## src/rtl/apb_wait_regfile.sv

```systemverilog
// APB slave register file with a fixed number of access-phase wait states.
// Transfer fields are captured in the setup phase; writes commit when leaving READY.
module apb_wait_regfile #(
  parameter int ADDR_WIDTH  = 8,
  parameter int DATA_WIDTH  = 32,
  parameter int DEPTH       = 64,
  parameter int WAIT_STATES = 2
) (
  input  logic                    PCLK,
  input  logic                    PRESET,
  input  logic                    PSEL,
  input  logic                    PENABLE,
  input  logic                    PWRITE,
  input  logic [ADDR_WIDTH-1:0]   PADDR,
  input  logic [DATA_WIDTH-1:0]   PWDATA,
  input  logic [DATA_WIDTH/8-1:0] PSTRB,
  output logic [DATA_WIDTH-1:0]   PRDATA,
  output logic                    PREADY,
  output logic                    PSLVERR
);

  localparam int BYTES = DATA_WIDTH / 8;
  localparam int OFF   = $clog2(BYTES);
  localparam int IDX_W = (DEPTH > 1) ? $clog2(DEPTH) : 1;
  localparam logic [ADDR_WIDTH-1:0] ALIGN_MASK = ADDR_WIDTH'(BYTES - 1);
  localparam logic [3:0] LAST = (WAIT_STATES > 0) ? 4'(WAIT_STATES - 1) : 4'd0;

  typedef enum logic [1:0] {IDLE, WAIT, READY} state_t;

  state_t                  state;
  logic [3:0]              cnt;
  logic                    err_q;
  logic                    write_q;
  logic [ADDR_WIDTH-1:0]   addr_q;
  logic [DATA_WIDTH-1:0]   wdata_q;
  logic [BYTES-1:0]        strb_q;
  logic [DATA_WIDTH-1:0]   rdata_q;
  logic [DATA_WIDTH-1:0]   mem [DEPTH];

  // Misaligned or beyond the last word.
  function automatic logic addr_err(input logic [ADDR_WIDTH-1:0] a);
    logic [ADDR_WIDTH-1:0] w;
    w = a >> OFF;
    return ((a & ALIGN_MASK) != '0) || (32'(w) >= DEPTH);
  endfunction

  function automatic logic [IDX_W-1:0] word_idx(input logic [ADDR_WIDTH-1:0] a);
    logic [ADDR_WIDTH-1:0] w;
    w = a >> OFF;
    return w[IDX_W-1:0];
  endfunction

  assign PREADY  = (state == READY);
  assign PSLVERR = (state == READY) && err_q;
  assign PRDATA  = rdata_q;

  always_ff @(posedge PCLK or posedge PRESET) begin
    if (PRESET) begin
      state   <= IDLE;
      cnt     <= 4'd0;
      err_q   <= 1'b0;
      write_q <= 1'b0;
      addr_q  <= '0;
      wdata_q <= '0;
      strb_q  <= '0;
      rdata_q <= '0;
      for (int i = 0; i < DEPTH; i++) mem[i] <= '0;
    end else begin
      case (state)
        IDLE: begin
          cnt <= 4'd0;
          // PENABLE high here is a protocol violation and is simply not a setup phase.
          if (PSEL && !PENABLE) begin
            write_q <= PWRITE;
            addr_q  <= PADDR;
            wdata_q <= PWDATA;
            strb_q  <= PSTRB;
            err_q   <= addr_err(PADDR);
            if (WAIT_STATES == 0) begin
              state <= READY;
              if (!PWRITE)
                rdata_q <= addr_err(PADDR) ? '0 : mem[word_idx(PADDR)];
            end else begin
              state <= WAIT;
            end
          end
        end
        WAIT: begin
          if (!PSEL) begin
            state <= IDLE;
            cnt   <= 4'd0;
          end else if (cnt == LAST) begin
            state <= READY;
            if (!write_q)
              rdata_q <= err_q ? '0 : mem[word_idx(addr_q)];
          end else begin
            cnt <= cnt + 4'd1;
          end
        end
        READY: begin
          state <= IDLE;
          cnt   <= 4'd0;
          if (write_q && !err_q) begin
            for (int b = 0; b < BYTES; b++)
              if (strb_q[b]) mem[word_idx(addr_q)][8*b +: 8] <= wdata_q[8*b +: 8];
          end
        end
        default: begin
          state <= IDLE;
          cnt   <= 4'd0;
        end
      endcase
    end
  end

endmodule

```

## config.mk

```make
export PLATFORM = sky130hd
export DESIGN_NAME = apb_wait_regfile
export DESIGN_NICKNAME = d
export VERILOG_FILES = /design/src/rtl/apb_wait_regfile.sv
export SDC_FILE = /design/constraint.sdc
export NUM_CORES = 2
export LEC_CHECK = 0
export CAP_MARGIN = 0
export CORE_UTILIZATION = 40
export CTS_CLUSTER_SIZE = 30
export DETAILED_ROUTE_END_ITERATION = 8
export GPL_TIMING_DRIVEN = 0
export SYNTH_ARGS = -nofsm -noshare
export SYNTH_HDL_FRONTEND = slang
export SYNTH_SLANG_ARGS = --single-unit
```

## constraint.sdc

```tcl
create_clock -name PCLK -period 78.2 [get_ports PCLK]
set_input_delay 15.64 -clock PCLK [delete_from_list [all_inputs] [get_ports PCLK]]
set_output_delay 15.64 -clock PCLK [all_outputs]
set_load 0.01 [all_outputs]
```

==> key figures <==
Timing
  • Unrepaired setup endpoints after global routing: false
  • Count of final max-slew check failures: 14
  • Worst clock skew: 0.04625 ns
  • Tcrit/Tclk final: 25.31%
  • Sum Neg Setup Slack: 0 ns
  • Worst max-slew margin expressed relative to the limit: -8.234%
  • Setup violation total in the final timing report: 0
  • Fin crit period: 19.79 ns
  • Worst Max-Slew Pin Slew: 1.607 ns
  • Max Clk Rate: 50.52 MHz
  • Total count of hold-check failures in the final report: 0
  • WHS: 0.4906 ns
  • Worst setup slack after layout: 58.41 ns

Synth
  • Sequential fraction of the synthesis area: 55.55%
  • Avg Inst Size Synth: 14.46 um^2
  • Ys async rst share: 100.0%
  • Most common cell in the synthesized netlist: dfrtp_1
  • Yosys top cell by area: dfrtp_1
  • Synth Area in XOR/XNOR: 0.01826%
  • Area fraction of the dominant cell type after synthesis: 55.55%
  • Yosys warning count: 0
  • Number of distinct library cell variants in the gate-level netlist after synthesis: 58
  • Adder-cell share of the synthesized area: 0.02608%
  • Compound-cell area share of the yosys netlist: 5.135%
  • Prevailing post-synth register cell: dfrtp_1
  • Largest family of logic cells by synthesized area: multiplexers
  • Synthesized net count: 6685
  • Simple logic cell fraction of the synthesized area: 3.518%
  • Number of synthesized flops with an enable pin: 0
  • Register bit total from synthesis: 2130
  • Cell Area, Synth: 95950 um^2
  • Post-synthesis cell count: 6634
  • Ranking of synthesized cells by instance count: 2130 x dfrtp_1, 1992 x mux2_2, 318 x nand2_1
  • Most area-consuming cells after synthesis: dfrtp_1 56%, mux2_2 23%, mux4_2 6.0%
  • Portion of netlist area occupied by mux cells: 33.39%

Clock tree
  • Clock tree buffer depth: 3
  • CTS hold repair buffers: 0
  • Level count of the clock H-tree: 4
  • Clock-pin slew of the registers on the worst-case setup and hold paths: 0.06 ns
  • CTS tree: built
  • Count of cells resized by post-cts repair: 0
  • Number of buffers inserted during clock tree synthesis: 224
  • CTS root buf: clkbuf_16
  • Clock insertion delay at the later pin of the skew report: 0.89 ns
  • Post-CTS setup buffer count: 0
  • Clock tree sinks: 2130

Run
  • Max-capacitance violation count: 5

Route
  • Wire length reported by the detailed router: 334700 um
  • Post-detailed-route count of antenna-violating nets: 0
  • Via count of the routed design: 61997
  • DRC errors left: 27
  • Routed len/inst: 32.46 um
  • Router iterations before antenna repair: 9
  • Average via count per standard cell: 6.013
  • First DRT Iteration DRCs: 6190

Critical path
  • Delay of the slowest critical-path stage: 0.58 ns
  • Arrival time at the worst endpoint: 20.72 ns
  • CP Buf/Inv Count: 9
  • Endpoint kind of the worst setup timing path: asynchronous set/reset pin
  • Slowest CP cell: inv_8
  • Most prevalent standard cell on the critical path: buf_16
  • Critical setup path kind: primary input to asynchronous set/reset pin
  • Critical Path RT: 79.12 ns
  • Cell-by-cell trace of the critical path: clkdlybuf4s50_1, inv_8, buf_16, buf_16, buf_16, buf_16, buf_16, buf_16, buf_16
  • Source of the critical timing path: PRESET
  • Kind of cell adding the most delay to the critical path: buffers and inverters
  • Largest fanout on the critical path: 141
  • Beginning of the worst register-to-register path: addr_q[4]
  • Critical path startpoint category: primary input

Floorplan
  • # IOs: 83
  • Floorplan Core Area: 238100 um^2
  • Die footprint: 241800 um^2
  • Row count: 179
  • Overall die height: 491.8 um
  • Horizontal die dimension: 491.8 um
  • Initial core utilization: 40.30%

Pwr
  • Switch share: 31.04%
  • Net Switching: 830.8 uW
  • Logic pwr share: 17.3%
  • Relative contribution of sequential cells to total power: 42.0%
  • Clk pwr share: 40.7%
  • Cell leakage power: 52.74 nW
  • Overall power after layout: 2.677 mW
  • IR drop worst, VDD: 23.57 uV
  • Cell-internal power: 1.846 mW
  • Cell area power density: 24.61 nW/um^2

GRT
  • First-pass GRT wire length: 474100 um
  • Initial antenna violation count: 18
  • Largest net degree at the start of global routing: 142
  • Vias in the first global route: 62966
  • Congestion Overflow GR: 0
  • Aggregate global-route resource usage: 27.56%

Place
  • Detailed Place HPWL: 247400 um
  • Setup slack after placement: 57.30 ns
  • Placer congestion estimate: 0.9577
  • Number of buffers inserted by port buffering: 82

Layout
  • Count of nets after finishing: 7011
  • Growth of design area from synthesis to finish: 13.36%
  • Layout cell share with drive strength beyond 1: 41.22%
  • Fillers: 21064

Run status
  • Outcome: finished, violations left
  • Violations in the final reports: design-rule violations, max-capacitance violations, max-slew violations

Min path
  • Hold WC Path Type: register to register
  • Hold wc startpoint: mem[1560]
[layout make-up]
type / count / area (um^2) / area share, %
multi-input combinational: 3995 / 40390 / 37.14
tap: 3167 / 3963 / 3.643
timing repair buffer: 100 / 1300 / 1.195
clock buffer: 343 / 6817 / 6.267
buffer: 503 / 2256 / 2.074
clock inverter: 55 / 676.9 / 0.6224
antenna: 12 / 30.03 / 0.02761
sequential: 2130 / 53300 / 49.01
inverter: 6 / 30.03 / 0.02761
[registers in the layout, indices dropped and copies added (netlist names)]
register and cells:
cnt 4, write_q 1, PRDATA 32, addr_q 6, mem 2048, strb_q 4, wdata_q 32, state 2
err_q 1
[power by group through the flow]
stage               clock, mW  combinational, mW  sequential [mW]
global placement            0              0.448             1.15
floorplan                   0              0.227             1.14
CTS                      1.10              0.458             1.12
finish                   1.09              0.464             1.12
detailed placement          0              0.457             1.14
global route             1.15              0.477             1.12
[path summary, 6_finish.rpt]
kind / endpoint / slack (ns) / cells past startpoint
max in group PCLK: PRDATA[21] / 59.50 / 9
min: mem[1560] / 0.49 / 1
max: mem[1567] / 58.41 / 9
min in group asynchronous: mem[1204] / 15.34 / 2
max reg2reg: PRDATA[21] / 73.19 / 8
min reg2reg: mem[1560] / 0.49 / 1
[per-layer routing]
metal / up-vias / share of wire, % / GRT usage, %
li1: 25378 / - / -
met2: 2416 / 45 / 41.50
met1: 33580 / 42 / 37.81
met3: 617 / 7.5 / 5.569
met5: - / 0.011 / 0
met4: 6 / 5.5 / 13.90
[stage by stage]
step | cells | util, % | area [um^2]
2_1_floorplan | 6634 | - | 95950
3_3_place_gp | 9883 | 42.31 | 100700
3_5_place_dp | 9901 | 42.52 | 101200
4_1_cts | 10299 | 45.67 | 108700
5_1_grt | 10299 | 45.67 | 108700
6_report | 10311 | 45.68 | 108800
[kinds of logic (layout without fill, tap and decap cells)]
family / count (synthesis) / count (layout)
XOR/XNOR: 2 / 2
buffers and inverters: 509 / 1007
adder cells (fa/ha/maj): 2 / 2
AO/OA/AOI/OAI: 712 / 712
other: 0 / 12
multiplexers: 2619 / 2619
flip-flops: 2130 / 2130
AND/OR/NAND/NOR: 660 / 660
[cells in the final DEF (no fill, tap or decap), drive strengths merged, types with 95 or more instances in the layout]
cell,netlist,final
a221oi,184,184
o22ai,131,131
mux4,256,256
a21oi,122,122
o21ai,95,95
mux2,2090,2090
clkbuf,309,652
mux2i,273,273
buf,194,212
a22oi,114,114
nor2,154,154
dfrtp,2130,2130
nand2,407,407
[worst reg2reg max path: stages (launching register included)]
cell	delay [ns]
dfrtp_1	0.54
buf_4	0.31
buf_6	0.27
buf_4	0.32
buf_4	0.37
clkbuf_1	0.80
o21ai_0	0.69
nor4_2	1.27
a41oi_1	0.25
Note: power is estimated with default switching activity, not from simulation.
